--- src/rtl/bit_serializer_if.sv ---
// Parallel-word input handshake for bit_serializer.
// Valid/ready: the producer (master) drives din and din_valid; the
// serializer (slave) drives din_ready. A word transfers on every rising
// clk edge where din_valid && din_ready. din must be stable whenever
// din_valid is high. din_valid must not depend on din_ready.
interface bit_serializer_if #(
  parameter int WIDTH = 8
);
  logic [WIDTH-1:0] din;
  logic             din_valid;
  logic             din_ready;

  modport master (
    output din,
    output din_valid,
    input  din_ready
  );

  modport slave (
    input  din,
    input  din_valid,
    output din_ready
  );
endinterface

--- src/rtl/bit_serializer.sv ---
// bit_serializer: loads a WIDTH-bit word over a valid/ready handshake and
// emits it one bit per cycle on d_out/valid_o, MSB or LSB first.
// pause_i stalls emission without losing state. word_done pulses with
// the last bit of each word.
// Optional feature: define BIT_SERIALIZER_SKID_EN to add a one-word holding
// register. With it, the next word is accepted while the current one shifts,
// and words go out back to back with no idle cycle between them.
// Without it, the block accepts words only in IDLE, so there is always one
// valid_o=0 cycle between words.
// Reset is synchronous and active-high on rst.
module bit_serializer #(
  parameter int WIDTH     = 8,
  parameter bit MSB_FIRST = 1'b1
) (
  input  logic             clk,
  input  logic             rst,
  bit_serializer_if.slave  in_if,
  input  logic             pause_i,
  output logic             d_out,
  output logic             valid_o,
  output logic             word_done,
  output logic             busy,
  output logic             dbg_state_o
);

  localparam int CW = (WIDTH > 1) ? $clog2(WIDTH) : 1;
  localparam logic [CW-1:0] LAST_CNT = CW'(WIDTH - 1);

  typedef enum logic {
    S_IDLE  = 1'b0,
    S_SHIFT = 1'b1
  } state_e;

  state_e           state_q, state_d;
  logic [WIDTH-1:0] sr_q, sr_d;
  logic [CW-1:0]    cnt_q, cnt_d;
  logic             d_out_q, d_out_d;
  logic             valid_q, valid_d;
  logic             done_q, done_d;

  logic             accept;
  logic             out_bit;
  logic             last_bit;
  logic [WIDTH-1:0] sr_shift;

`ifdef BIT_SERIALIZER_SKID_EN
  logic [WIDTH-1:0] hold_q, hold_d;
  logic             hold_full_q, hold_full_d;
`endif

  // Bit order is fixed at elaboration: pick the outgoing bit and the shift direction.
  generate
    if (MSB_FIRST) begin : g_msb
      assign out_bit  = sr_q[WIDTH-1];
      assign sr_shift = {sr_q[WIDTH-2:0], 1'b0};
    end else begin : g_lsb
      assign out_bit  = sr_q[0];
      assign sr_shift = {1'b0, sr_q[WIDTH-1:1]};
    end
  endgenerate

  // Ready is gated by rst so no word can be accepted on a reset edge.
`ifdef BIT_SERIALIZER_SKID_EN
  assign in_if.din_ready = !hold_full_q && !rst;
`else
  assign in_if.din_ready = (state_q == S_IDLE) && !rst;
`endif

  assign accept   = in_if.din_valid && in_if.din_ready;
  assign last_bit = (cnt_q == LAST_CNT);

  // Next-state, datapath and output computation for the IDLE/SHIFT FSM.
  always_comb begin
    state_d = state_q;
    sr_d    = sr_q;
    cnt_d   = cnt_q;
    d_out_d = d_out_q;
    valid_d = 1'b0;
    done_d  = 1'b0;
`ifdef BIT_SERIALIZER_SKID_EN
    hold_d      = hold_q;
    hold_full_d = hold_full_q;
`endif

    unique case (state_q)
      S_IDLE: begin
        // pause_i has no effect here; the first bit appears one edge after accept.
        if (accept) begin
          sr_d    = in_if.din;
          cnt_d   = '0;
          state_d = S_SHIFT;
        end
      end

      S_SHIFT: begin
`ifdef BIT_SERIALIZER_SKID_EN
        // A word offered while shifting is parked, paused or not.
        // On the last-bit edge with an empty holder it goes straight
        // to the shift register instead of being parked.
        if (accept && !(last_bit && !pause_i)) begin
          hold_d      = in_if.din;
          hold_full_d = 1'b1;
        end
`endif
        if (!pause_i) begin
          d_out_d = out_bit;
          valid_d = 1'b1;
          sr_d    = sr_shift;
          cnt_d   = cnt_q + 1'b1;
          if (last_bit) begin
            done_d  = 1'b1;
            cnt_d   = '0;
            state_d = S_IDLE;
`ifdef BIT_SERIALIZER_SKID_EN
            // Reload on the edge that emits the last bit, so no gap opens.
            if (hold_full_q) begin
              sr_d        = hold_q;
              hold_full_d = 1'b0;
              state_d     = S_SHIFT;
            end else if (accept) begin
              sr_d    = in_if.din;
              state_d = S_SHIFT;
            end
`endif
          end
        end
      end

      default: begin
        state_d = S_IDLE;
      end
    endcase
  end

  // State register; reset discards any word in flight or held.
  always_ff @(posedge clk) begin
    if (rst) begin
      state_q <= S_IDLE;
      sr_q    <= '0;
      cnt_q   <= '0;
      d_out_q <= 1'b0;
      valid_q <= 1'b0;
      done_q  <= 1'b0;
`ifdef BIT_SERIALIZER_SKID_EN
      hold_q      <= '0;
      hold_full_q <= 1'b0;
`endif
    end else begin
      state_q <= state_d;
      sr_q    <= sr_d;
      cnt_q   <= cnt_d;
      d_out_q <= d_out_d;
      valid_q <= valid_d;
      done_q  <= done_d;
`ifdef BIT_SERIALIZER_SKID_EN
      hold_q      <= hold_d;
      hold_full_q <= hold_full_d;
`endif
    end
  end

  assign d_out       = d_out_q;
  assign valid_o     = valid_q;
  assign word_done   = done_q;
  assign busy        = (state_q == S_SHIFT);
  assign dbg_state_o = state_q;

endmodule

--- src/flat_wrapper.sv ---
// flat-port wrapper written by rule: the top's interface ports become plain ports
module bit_serializer_flat 
#(
  parameter int WIDTH     = 8,
  parameter bit MSB_FIRST = 1'b1
)
  (clk, rst, pause_i, d_out, valid_o, word_done, busy, dbg_state_o, in_if_din, in_if_din_valid, in_if_din_ready);
  bit_serializer_if #(.WIDTH(WIDTH)) in_if_i ();
  input  logic clk;
  input  logic rst;
  input  logic pause_i;
  output logic d_out;
  output logic valid_o;
  output logic word_done;
  output logic busy;
  output logic dbg_state_o;
  input wire logic [$bits(in_if_i.din)-1:0] in_if_din;
  input wire logic [$bits(in_if_i.din_valid)-1:0] in_if_din_valid;
  output wire logic [$bits(in_if_i.din_ready)-1:0] in_if_din_ready;
  assign in_if_i.din = in_if_din;
  assign in_if_i.din_valid = in_if_din_valid;
  assign in_if_din_ready = in_if_i.din_ready;
  bit_serializer #(.WIDTH(WIDTH), .MSB_FIRST(MSB_FIRST)) u_core (.clk(clk), .rst(rst), .in_if(in_if_i), .pause_i(pause_i), .d_out(d_out), .valid_o(valid_o), .word_done(word_done), .busy(busy), .dbg_state_o(dbg_state_o));
endmodule
--- config.mk ---
export PLATFORM = sky130hd
export DESIGN_NAME = bit_serializer_flat
export DESIGN_NICKNAME = d
export VERILOG_FILES = /design/src/rtl/bit_serializer_if.sv /design/src/rtl/bit_serializer.sv /design/src/flat_wrapper.sv
export SDC_FILE = /design/constraint.sdc
export NUM_CORES = 1
export LEC_CHECK = 0
export ABC_CLOCK_PERIOD_IN_PS = 2800
export BUFFER_PORTS_ARGS = -buffer_cell sky130_fd_sc_hd__buf_2
export CAP_MARGIN = 10
export CORE_AREA = 2 2 39 41
export DETAILED_ROUTE_END_ITERATION = 10
export DIE_AREA = 0 0 41 43
export PLACE_DENSITY_LB_ADDON = 0.3
export SKIP_LAST_GASP = 1
export SLEW_MARGIN = 25
export SYNTH_ARGS = -nofsm -noshare
export SYNTH_HDL_FRONTEND = slang
export SYNTH_SLANG_ARGS = --single-unit
--- constraint.sdc ---
create_clock -name clk -period 2.8 [get_ports clk]
set_input_delay 0.28 -clock clk [delete_from_list [all_inputs] [get_ports clk]]
set_output_delay 0.28 -clock clk [all_outputs]
set_load 0.1 [all_outputs]
# Yosys cells after proc, flatten, opt, wreduce, memory -nomap -nowiden
# Cells that the tools add are included.
# Widths: inputs -> output; s select.
[totals]
reg_bits = 15
input_bits = 12
out_inout_bits = 6
elab_cells = 32
[op_classes]
add_sub_neg = 1
n_eq_ne = 3
n_mux = 13
bitwise_logic = 2
reduce_logical = 7
[ops]
columns = ["cell", "n"]
rows = [
  ["$mux 8", 2],
  ["$pmux 8 s2", 1],
  ["$mux 3", 3],
  ["$pmux 3 s2", 1],
  ["$mux 1", 5],
  ["$reduce_and 2->1", 2],
  ["$add 3x1->3 const B", 1],
  ["$eq 3x3->1 const B", 1],
  ["$reduce_or 3->1", 1],
  ["$logic_and 1x1->1", 2],
  ["$ne 2x1->1 const B", 1],
  ["$ne 2x2->1 const B", 1],
  ["$not 1->1", 2],
  ["$pmux 1 s2", 1],
  ["$reduce_or 2->1", 1],
  ["$logic_not 1->1", 1],
]

# Longest topological paths before layout
[logic_depth]
ltp_word = 5
mapped_depth = 5
mapped_depth_nobuf = 5

# Worst setup path before layout
# Ideal clock, no wire load.
[synth_timing]
path_kind = "reg-to-output"
start = "register u_core.state_q, in the netlist u_core.busy"
end = "output in_if_din_ready"
arrival_ns = 2.294
required_ns = 2.520
path_slack_ns = 0.226
stages_incl_launch_ff = 3
n_path_buf = 1
cell_sequence = "dfxtp_1 -> buf_4 -> nor2_1"
[synth_via]
elab_chain_cells = 2
[synth_lines]
columns = ["item", "line", "rtl"]
rows = [
  ["start, declared", "bit_serializer.sv:34", "state_e state_q, state_d;"],
  ["start signal, assigned", "bit_serializer.sv:149", "state_q <= state_d;"],
  ["$not 1->1 (no source line)", "--", ""],
  ["$logic_and 1x1->1", "bit_serializer.sv:66", "assign in_if.din_ready = (state_q == S_IDLE) && !rst;"],
  ["end, declared", "flat_wrapper.sv:19", "output wire logic [$bits(in_if_i.din_ready)-1:0] in_if_din_ready;"],
]
# No other way between the ends.

# Worst setup path in the final report
[layout_timing]
start = "register u_core.state_q, in the netlist u_core.busy"
end = "output dbg_state_o"
[layout_rtl]
columns = ["item", "line", "rtl"]
rows = [
  ["end, declared", "flat_wrapper.sv:16", "output logic dbg_state_o;"],
]
# No word-level cell between the ends.

==> reports/qor.yml <==
worst_setup_path:
  crit_buf_inv: 1
  crit_family: "flip-flops"
  path_class: "flip-flop to primary output"
  crit_chain: "buf_2"
  max_stage_delay_ns: 0.73
  required_ns: 2.52
  endpoint_kind: "primary output"
  worstPathArrival_ns: 1.56
  slowest_stage: "dfxtp_1"
  critPathMaxFanout: 16
  critPathLaunchType: "flip-flop"
timing:
  fmax_ghz: 0.544
  hold_viol_final: 0
  tightest_slew_ns: 0.625
  tns_ns: 0
  setup_viol: 0
  min_period_ns: 1.84
  rsz0062_at_grt: "false"
  finalMaxSlewViolations: 0
  relSlewSlack_pct: 58.3
  fin_worst_skew_ns: 0.00549
  finalCritPeriodShare_pct: 65.6
global_route:
  grt_pass1_wl_um: 1970
  antenna_found_initial: 0
  grt_max_degree: 17
  track_usage_pct: 17.1
  overflow: 0
  grt_pass1_vias: 474
synth:
  syn_avg_cell_area_um2: 9.49
  synth.most_common_cell: "dfxtp_1"
  netlist_instances: 68
  synth.distinct_cells: 19
  synth_seq_area_share_pct: 46.5
  synth_edf_count: 0
  async_reset_ff_share_pct: 0
  synth_ff_type: "dfxtp_1"
  ys_warn_count: 0
  yosys_register_bits: 15
  ys_top_cells_by_count: "dfxtp_1, a211oi_1, mux2i_1, nor3_1, nand2_1"
  syn_area_um2: 646
  synth_nets: 82
  synth_top_area_share_pct: 46.5
  yosysTopAreaCell: "dfxtp_1"
  synthTopCellsByArea: "dfxtp_1, mux2i_1, a211oi_1"
placed_design:
  gp_congestion: 0.708
  port_buffers: 17
  hpwl_um: 835
cts:
  clock_latency_ns: 0.28
  clock-sinks: 15
  h-tree-depth: 1
  cts_tree: "done"
  path_clk_slew_ns: 0.09
  hold_buffers: 0
  postCtsSetupRepairBufs: 0
  clock-root-buffer: "clkbuf_4"
  clk_path_buf_depth: 2
  cts_made_buffers: 3
  cts_resized: 0
power:
  cellPowerDensity_nw_per_um2: 592
  power_uw: 442
  p_leak_nw: 0.326
  vdd_drop_max_uv: 310
drt:
  vias: 536
  antenna_left: 0
  wire_per_inst_um: 11.6
  drc_errors: 0
  drt_pre_antenna_iters: 5
  totalWireLength_um: 1160
  viasPerCell: 5.36
  detailedRoute.firstIterationViolations: 6
final_layout:
  num_antenna_cells: 0
  syn_to_final_growth_pct: 15.7
  nNetsFinal: 99
  multi_input_area_um2: 314
  regArea_um2: 300
  layout-drive-gt1-share_pct: 25.0
  fillers: 137
die:
  rows: 14
  die_x_um: 41
  die_area_um2: 1760
  core_area_um2: 1380
  fp.dieH_um: 43
  initial_core_util_pct: 46.7
  io_pins: 18
hold_path:
  hold_class: "primary input to flip-flop"
outcome:
  status: "complete, no violations"
flow_run:
  maxCapViolCount: 0
-- state kept, by name (all words and copies together), names as in the netlist --
register,flops
u_core.busy,1
u_core.cnt_q,3
u_core.d_out,1
u_core.sr_q,8
u_core.valid_o,1
u_core.word_done,1
-- cell type report --
type	instances	share of cell area (%)
multi-input combinational	48	42.0
clock inverter	1	0.670
timing repair buffer	17	11.4
tap	16	2.68
sequential	15	40.2
clock buffer	3	3.02
-- stage by stage --
step	worst slack, ns	hold WS [ns]	instance area [um2]	cells	util, %
2_1_floorplan	0.226	0.353	646	68	-
3_3_place_gp	1.28	0.444	719	96	52.0
3_5_place_dp	1.24	0.446	719	96	52.0
4_1_cts	0.947	0.230	747	100	54.0
5_1_grt	0.858	0.237	747	100	54.0
6_report	0.962	0.235	747	100	54.0
-- layout by cell type (no fill, tap or decap) --
| cell type | instances |
|---|---|
| a31oi_1 | 1 |
| clkinv_2 | 1 |
| nor2b_1 | 1 |
| nand2_1 | 5 |
| ha_1 | 2 |
| and2_1 | 1 |
| nor3_1 | 7 |
| clkbuf_4 | 3 |
| nand3_1 | 3 |
| nand3b_1 | 1 |
| a21oi_1 | 4 |
| nand2b_1 | 2 |
| a211oi_1 | 8 |
| and2b_1 | 1 |
| buf_2 | 17 |
| nor4b_1 | 1 |
| nor2_1 | 4 |
| mux2i_1 | 7 |
| dfxtp_1 | 15 |
-- worst paths after layout --
path / start / endpoint / slack [ns] / depth (start not counted)
worst min-delay path: in_if_din[0] / u_core.sr_q[0] / 0.24 / 3
worst min register to register: u_core.d_out / u_core.d_out / 0.46 / 2
worst max-delay path: u_core.busy / dbg_state_o / 0.96 / 1
worst max register to register: u_core.busy / u_core.sr_q[3] / 1.23 / 3
-- report_power, final --
group | leakage, nW | switching (mW) | internal (mW)
combinational | 0.185 | 0.0556 | 0.0270
clock | 0.0177 | 0.0683 | 0.0530
sequential | 0.123 | 0.0115 | 0.227
-- routing by layer --
layer	vias up	routed length, um	track usage, %
li1	277	-	-
met1	238	554	23.3
met2	19	534	22.2
met3	2	60	4.71
met4	0	10	12.0
met5	-	0	0
-- cell families (layout without fill, tap and decap cells) --
| logic type | after synthesis | after routing | synth area share (%) |
|---|---|---|---|
| AOI/OAI and AO/OA | 13 | 13 | 13.4 |
| adders and majority gates | 2 | 2 | 3.88 |
| buffers and inverters | 5 | 21 | 4.84 |
| DFF | 15 | 15 | 46.5 |
| muxes | 7 | 7 | 10.9 |
| and+or+nand+nor | 26 | 26 | 20.5 |
Note: power is estimated with default switching activity, not from simulation.
